[src/rtl/spider_motion_ctrl_if.sv]
// Signal bundle between the spider motion controller, its game-side inputs and the sprite drawer.
// The controller takes the master view; the game FSM / drawer side takes the slave view.
interface spider_motion_ctrl_if;
   logic       frame_tick;
   logic       game_active;
   logic       hit;
   logic [9:0] spider_x;
   logic [9:0] spider_y;
   logic       spider_alive;
   logic       kill_pulse;
   logic       escape_pulse;

   modport master (
      input  frame_tick, game_active, hit,
      output spider_x, spider_y, spider_alive, kill_pulse, escape_pulse
   );

   modport slave (
      output frame_tick, game_active, hit,
      input  spider_x, spider_y, spider_alive, kill_pulse, escape_pulse
   );
endinterface

[src/rtl/spider_motion_ctrl.sv]
// Per-frame state machine for one spider enemy: zig-zag descent, kill/escape events,
// and respawn at a pseudo-random column after a fixed number of dead frames.
module spider_motion_ctrl #(
   parameter int unsigned SCREEN_W       = 640,
   parameter int unsigned SCREEN_H       = 480,
   parameter int unsigned SPRITE_W       = 32,
   parameter int unsigned SPEED_X        = 2,
   parameter int unsigned DROP_Y         = 16,
   parameter int unsigned START_Y        = 32,
   parameter int unsigned RESPAWN_FRAMES = 60,
   parameter logic [9:0]  LFSR_SEED      = 10'h2A5
) (
   input logic                  clk,
   input logic                  rst_n,
   spider_motion_ctrl_if.master spider_if
);

   // Counter wide enough for RESPAWN_FRAMES, and at least one bit when it is zero.
   localparam int unsigned      CNT_W     = $clog2(RESPAWN_FRAMES + 2);
   localparam logic [CNT_W-1:0] CNT_INIT  = CNT_W'(RESPAWN_FRAMES);
   localparam logic [10:0]      MAX_X_W   = 11'(SCREEN_W - SPRITE_W);
   localparam logic [10:0]      ESC_Y_W   = 11'(SCREEN_H - SPRITE_W);
   localparam logic [10:0]      SPEED_W   = 11'(SPEED_X);
   localparam logic [10:0]      DROP_W    = 11'(DROP_Y);
   localparam logic [9:0]       START_Y_W = 10'(START_Y);

   typedef enum logic {
      ST_WAIT  = 1'b0,
      ST_ALIVE = 1'b1
   } state_e;

   state_e           state_q, state_d;
   logic [CNT_W-1:0] cnt_q, cnt_d;
   logic             dir_q, dir_d;
   logic [9:0]       x_q, x_d;
   logic [9:0]       y_q, y_d;
   logic [9:0]       lfsr_q, lfsr_d;
   logic             alive_q, alive_d;
   logic             kill_q, kill_d;
   logic             esc_q, esc_d;

   logic [10:0]      x_w;
   logic [10:0]      y_w;
   logic [10:0]      y_new;

   // One subtraction folds any 10-bit value into 0..MAX_X because 1023-MAX_X < MAX_X.
   function automatic logic [9:0] fold_col(input logic [9:0] v);
      logic [10:0] vw;
      vw = {1'b0, v};
      return (vw > MAX_X_W) ? 10'(vw - MAX_X_W) : v;
   endfunction

   always_comb begin
      state_d = state_q;
      cnt_d   = cnt_q;
      dir_d   = dir_q;
      x_d     = x_q;
      y_d     = y_q;
      alive_d = alive_q;
      kill_d  = 1'b0;
      esc_d   = 1'b0;
      x_w     = {1'b0, x_q};
      y_w     = {1'b0, y_q};
      y_new   = y_w;
      lfsr_d  = spider_if.frame_tick ? {lfsr_q[8:0], lfsr_q[9] ^ lfsr_q[6]} : lfsr_q;

      if (!spider_if.game_active) begin
         state_d = ST_WAIT;
         cnt_d   = CNT_INIT;
         alive_d = 1'b0;
      end else begin
         unique case (state_q)
            ST_WAIT: begin
               if (spider_if.frame_tick) begin
                  if (cnt_q != '0) begin
                     cnt_d = cnt_q - CNT_W'(1);
                  end else begin
                     x_d     = fold_col(lfsr_q);
                     y_d     = START_Y_W;
                     dir_d   = lfsr_q[0];
                     alive_d = 1'b1;
                     state_d = ST_ALIVE;
                  end
               end
            end

            ST_ALIVE: begin
               // A hit freezes position for the frame even if a tick arrives alongside it.
               if (spider_if.hit) begin
                  alive_d = 1'b0;
                  kill_d  = 1'b1;
                  state_d = ST_WAIT;
                  cnt_d   = CNT_INIT;
               end else if (spider_if.frame_tick) begin
                  if (!dir_q) begin
                     if (x_w + SPEED_W >= MAX_X_W) begin
                        x_d   = MAX_X_W[9:0];
                        dir_d = 1'b1;
                        y_new = y_w + DROP_W;
                     end else begin
                        x_d = 10'(x_w + SPEED_W);
                     end
                  end else begin
                     if (x_w <= SPEED_W) begin
                        x_d   = '0;
                        dir_d = 1'b0;
                        y_new = y_w + DROP_W;
                     end else begin
                        x_d = 10'(x_w - SPEED_W);
                     end
                  end
                  y_d = y_new[9:0];
                  if (y_new >= ESC_Y_W) begin
                     alive_d = 1'b0;
                     esc_d   = 1'b1;
                     state_d = ST_WAIT;
                     cnt_d   = CNT_INIT;
                  end
               end
            end

            default: ;
         endcase
      end
   end

   always_ff @(posedge clk or negedge rst_n) begin
      if (!rst_n) begin
         state_q <= ST_WAIT;
         cnt_q   <= CNT_INIT;
         dir_q   <= 1'b0;
         x_q     <= '0;
         y_q     <= START_Y_W;
         lfsr_q  <= LFSR_SEED;
         alive_q <= 1'b0;
         kill_q  <= 1'b0;
         esc_q   <= 1'b0;
      end else begin
         state_q <= state_d;
         cnt_q   <= cnt_d;
         dir_q   <= dir_d;
         x_q     <= x_d;
         y_q     <= y_d;
         lfsr_q  <= lfsr_d;
         alive_q <= alive_d;
         kill_q  <= kill_d;
         esc_q   <= esc_d;
      end
   end

   assign spider_if.spider_x     = x_q;
   assign spider_if.spider_y     = y_q;
   assign spider_if.spider_alive = alive_q;
   assign spider_if.kill_pulse   = kill_q;
   assign spider_if.escape_pulse = esc_q;

endmodule

[src/flat_wrapper.sv]
// flat-port wrapper written by rule: the top's interface ports become plain ports
module spider_motion_ctrl_flat 
#(
   parameter int unsigned SCREEN_W       = 640,
   parameter int unsigned SCREEN_H       = 480,
   parameter int unsigned SPRITE_W       = 32,
   parameter int unsigned SPEED_X        = 2,
   parameter int unsigned DROP_Y         = 16,
   parameter int unsigned START_Y        = 32,
   parameter int unsigned RESPAWN_FRAMES = 60,
   parameter logic [9:0]  LFSR_SEED      = 10'h2A5
)
  (clk, rst_n, spider_if_frame_tick, spider_if_game_active, spider_if_hit, spider_if_spider_x, spider_if_spider_y, spider_if_spider_alive, spider_if_kill_pulse, spider_if_escape_pulse);
  spider_motion_ctrl_if spider_if_i ();
  input logic clk;
  input logic rst_n;
  input wire logic [$bits(spider_if_i.frame_tick)-1:0] spider_if_frame_tick;
  input wire logic [$bits(spider_if_i.game_active)-1:0] spider_if_game_active;
  input wire logic [$bits(spider_if_i.hit)-1:0] spider_if_hit;
  output wire logic [$bits(spider_if_i.spider_x)-1:0] spider_if_spider_x;
  output wire logic [$bits(spider_if_i.spider_y)-1:0] spider_if_spider_y;
  output wire logic [$bits(spider_if_i.spider_alive)-1:0] spider_if_spider_alive;
  output wire logic [$bits(spider_if_i.kill_pulse)-1:0] spider_if_kill_pulse;
  output wire logic [$bits(spider_if_i.escape_pulse)-1:0] spider_if_escape_pulse;
  assign spider_if_i.frame_tick = spider_if_frame_tick;
  assign spider_if_i.game_active = spider_if_game_active;
  assign spider_if_i.hit = spider_if_hit;
  assign spider_if_spider_x = spider_if_i.spider_x;
  assign spider_if_spider_y = spider_if_i.spider_y;
  assign spider_if_spider_alive = spider_if_i.spider_alive;
  assign spider_if_kill_pulse = spider_if_i.kill_pulse;
  assign spider_if_escape_pulse = spider_if_i.escape_pulse;
  spider_motion_ctrl #(.SCREEN_W(SCREEN_W), .SCREEN_H(SCREEN_H), .SPRITE_W(SPRITE_W), .SPEED_X(SPEED_X), .DROP_Y(DROP_Y), .START_Y(START_Y), .RESPAWN_FRAMES(RESPAWN_FRAMES), .LFSR_SEED(LFSR_SEED)) u_core (.clk(clk), .rst_n(rst_n), .spider_if(spider_if_i));
endmodule
[config.mk]
export PLATFORM = sky130hd
export DESIGN_NAME = spider_motion_ctrl_flat
export DESIGN_NICKNAME = d
export VERILOG_FILES = /design/src/rtl/spider_motion_ctrl_if.sv /design/src/rtl/spider_motion_ctrl.sv /design/src/flat_wrapper.sv
export SDC_FILE = /design/constraint.sdc
export NUM_CORES = 1
export LEC_CHECK = 0
export ABC_CLOCK_PERIOD_IN_PS = 4200
export CAP_MARGIN = 15
export CORE_ASPECT_RATIO = 0.5
export CORE_UTILIZATION = 57
export CTS_BUF_LIST = sky130_fd_sc_hd__clkbuf_16
export DETAILED_ROUTE_END_ITERATION = 8
export PLACE_DENSITY = 0.78
export SYNTH_ARGS = -nofsm -noshare
export SYNTH_HDL_FRONTEND = slang
export SYNTH_SLANG_ARGS = --single-unit
[constraint.sdc]
create_clock -name clk -period 4.2 [get_ports clk]
set_input_delay 0.63 -clock clk [delete_from_list [all_inputs] [get_ports clk]]
set_output_delay 0.63 -clock clk [all_outputs]
set_load 0.01 [all_outputs]
==> flow_summary_export.csv <==
group,metric,value,unit
setup_path,crit_chain,"or4_4, o41ai_4, o221ai_2, or4_4, a211oi_4, a21oi_2, mux2_1",
cts,ctsHoldBuffers,0,
die,core,0.00410,mm2
layout,area_growth_syn_to_layout,14.9,%
setup_path,timing.critical_path.fanout_max,14,
die,initial_utilization,62.5,%
timing,fin_ws,0.783,ns
logic_synthesis,ys_seq_area_share,36.6,%
logic_synthesis,synthesis.area,0.00256,mm2
cts,clkTransAtPathRegs,0.06,ns
timing,rsz0062_at_grt,"false",
logic_synthesis,netlist_instances,289,
die,dieArea,0.00479,mm2
cts,clk_latency,0.28,ns
timing,slew_violations,0,
cts,numCtsBuffers,5,
cts,cts_sinks,37,
timing,finalCriticalPeriod,3.42,ns
timing,timing.fmax,293,MHz
setup_path,reg2reg_depth,7,
timing,period_share,81.4,%
global_routing,grt-ovfl-total,0,
layout,diodes,0,
pwr,p_leak,1.21,nW
timing,finalSetupTns,0,ns
setup_path,path_buf_inv,0,
setup_path,cp.arrival,3.58,ns
pwr,power.density,393,mW/mm2
global_routing,grt_pass1_wl,9770,um
layout,drive_gt1_share,14.1,%
placed_design,numPortBuffers,23,
setup_path,crit_path_start_kind,"flop",
logic_synthesis,avgSynthCellArea,8.88,um2
setup_path,criticalPathCategory,"reg2reg",
pwr,vdd_drop_max,0.313,mV
setup_path,critPathMaxStageDelay,0.62,ns
timing,finalSetupViolCount,0,
run_status,outcome,"completed",
logic_synthesis,async_flop_share,100,%
placed_design,dpl.hpwl,4140,um
logic_synthesis,synth-main-ff-cell,"dfrtp_1",
die,ios,28,
cts,ctsLongestPathBuffers,2,
detailed_routing,vias,2232,
timing,tightest_slew,1.04,ns
logic_synthesis,ys_types,61,
setup_path,crit_cells,7,
logic_synthesis,ys_ff_latch,37,
logic_synthesis,yosysWarnings,0,
cts,cts_max_level,2,
detailed_routing,ant_nets,0,
placed_design,gp_congestion,0.938,
global_routing,grt_max_degree,38,
setup_path,cp_top_family,"simple AND/OR/NAND/NOR gates",
logic_synthesis,synth_edf_count,0,
cts,post_cts_buffers,0,
min_path,min_path_type,"in2async",
global_routing,antenna_found_initial,0,
layout,layout.nets,315,
timing,finalHoldViolCount,0,
layout,fin_util,71.8,%
detailed_routing,drt_iter0_drc,200,
timing,clock_skew,0.00633,ns
cts,cts_tree,"built",
detailed_routing,wl,5830,um
detailed_routing,firstDrtPassIters,5,
placed_design,post-place-ws,0.819,ns
global_routing,grtUsageTotal,25.7,%
global_routing,grt_pass1_vias,1976,
setup_path,required,4.36,ns
die,die_w,96.9,um
timing,max-slew-margin-rel,30.1,%
detailed_routing,viasPerCell,6.23,
setup_path,cp-end-kind,"flop",
die,rows,16,
cts,postCtsResizedCells,0,
setup_path,cpMostUsedCell,"or4_4",
die,die_y,49.4,um
cts,root_buffer,"clkbuf_16",
detailed_routing,drc,0,
flow_run,maxCapViolCount,0,
detailed_routing,wl_per_cell,16.3,um
setup_path,r2r_setup_slack,0.78,ns
setup_path,slowest_stage,"or4_4",
registers in the layout, indices dropped and copies added (netlist names):
register and flops:
u_core.lfsr_q 10, u_core.spider_if.spider_x 10, u_core.cnt_q 6, u_core.spider_if.spider_y 6, u_core.dir_q 1, u_core.spider_if.escape_pulse 1
u_core.spider_if.kill_pulse 1, u_core.spider_if.spider_alive 1, u_core.state_q 1
per-stage QoR:
stage	std cells	hold WS [ns]	total power [mW]	area, um2
after floorplan	292	0.334	0.691	2580
after global placement	350	0.482	0.767	2800
after detailed placement	350	0.488	0.779	2800
after CTS	358	0.480	1.16	2950
after global routing	358	0.532	1.22	2950
final	358	0.439	1.16	2950
synth_stat cells (3+ instances only):
master | instances | area [um2]
dfrtp_1 | 27 | 676
nor2_1 | 26 | 97.6
nand2_1 | 21 | 78.8
o21ai_0 | 19 | 95.1
a21oi_1 | 14 | 70.1
clkbuf_1 | 14 | 52.6
inv_1 | 11 | 41.3
mux2_2 | 11 | 124
dfstp_2 | 10 | 263
nand3_1 | 10 | 50.1
nor3_1 | 10 | 50.1
xnor2_1 | 8 | 70.1
ha_1 | 7 | 87.6
mux2i_1 | 7 | 70.1
nor3b_1 | 7 | 52.6
a31oi_1 | 6 | 37.5
a211oi_1 | 5 | 37.5
and3_1 | 5 | 31.3
buf_1 | 4 | 15.0
buf_4 | 4 | 30.0
nand4b_1 | 4 | 35.0
o31ai_1 | 4 | 30.0
a22o_1 | 3 | 26.3
nor2b_1 | 3 | 18.8
nor4_1 | 3 | 18.8
cell usage in the layout (no fill, tap or decap), drive strengths merged, types with 8 or more instances in the layout:
| master | instances |
|---|---|
| clkdlybuf4s50 | 22 |
| nand2 | 21 |
| dfstp | 10 |
| a21oi | 15 |
| o21ai | 20 |
| nand3 | 10 |
| nor3 | 10 |
| nor2 | 26 |
| mux2 | 13 |
| xnor2 | 8 |
| dfrtp | 27 |
| inv | 12 |
report_power, final:
part / leakage (nW) / internal, mW / switching, mW
logic: 0.686 / 0.133 / 0.139
clock network: 0.0704 / 0.223 / 0.152
registers: 0.457 / 0.435 / 0.0761
final timing paths:
check,from,end
hold reg to reg,u_core.spider_if.spider_alive,u_core.spider_if.spider_alive
setup reg to reg,u_core.spider_if.spider_x[5],u_core.cnt_q[0]
min in group clk,u_core.spider_if.spider_alive,u_core.spider_if.spider_alive
max in group asynchronous,rst_n,u_core.spider_if.spider_y[8]
hold / removal,rst_n,u_core.lfsr_q[6]
setup / recovery,u_core.spider_if.spider_x[5],u_core.cnt_q[0]
area by class of cell:
cell class	instances	area, um2
clock buffers	5	125
clock inverters	3	25.0
fillers	304	1160
inverters	11	41.3
multi-input cells	221	1490
flip-flops and latches	37	938
well taps	54	67.6
repair buffers	27	255
cells by family (layout without fill, tap and decap cells):
group	count (synthesis)	after routing	synth area share [%]
AND/OR/NAND/NOR	103	103	20.9
buffers and inverters	34	46	5.61
other	1	4	0.146
multiplexers	20	20	8.44
AO/OA/AOI/OAI	79	79	22.2
flip-flops	37	37	36.6
XOR/XNOR	8	8	2.73
adder cells (fa/ha/maj)	7	7	3.41
per-layer routing:
metal  wire (um)  GRT usage [%]  part of all wire [%]  vias up
li1            -              -                     -     1084
met1        2890           39.0                    50     1064
met2        2520           38.7                    43       80
met3         407           5.16                   7.0        4
met4          18           3.48                  0.31        0
met5           0              0                     0        -
(Power assumes the default switching activity.)
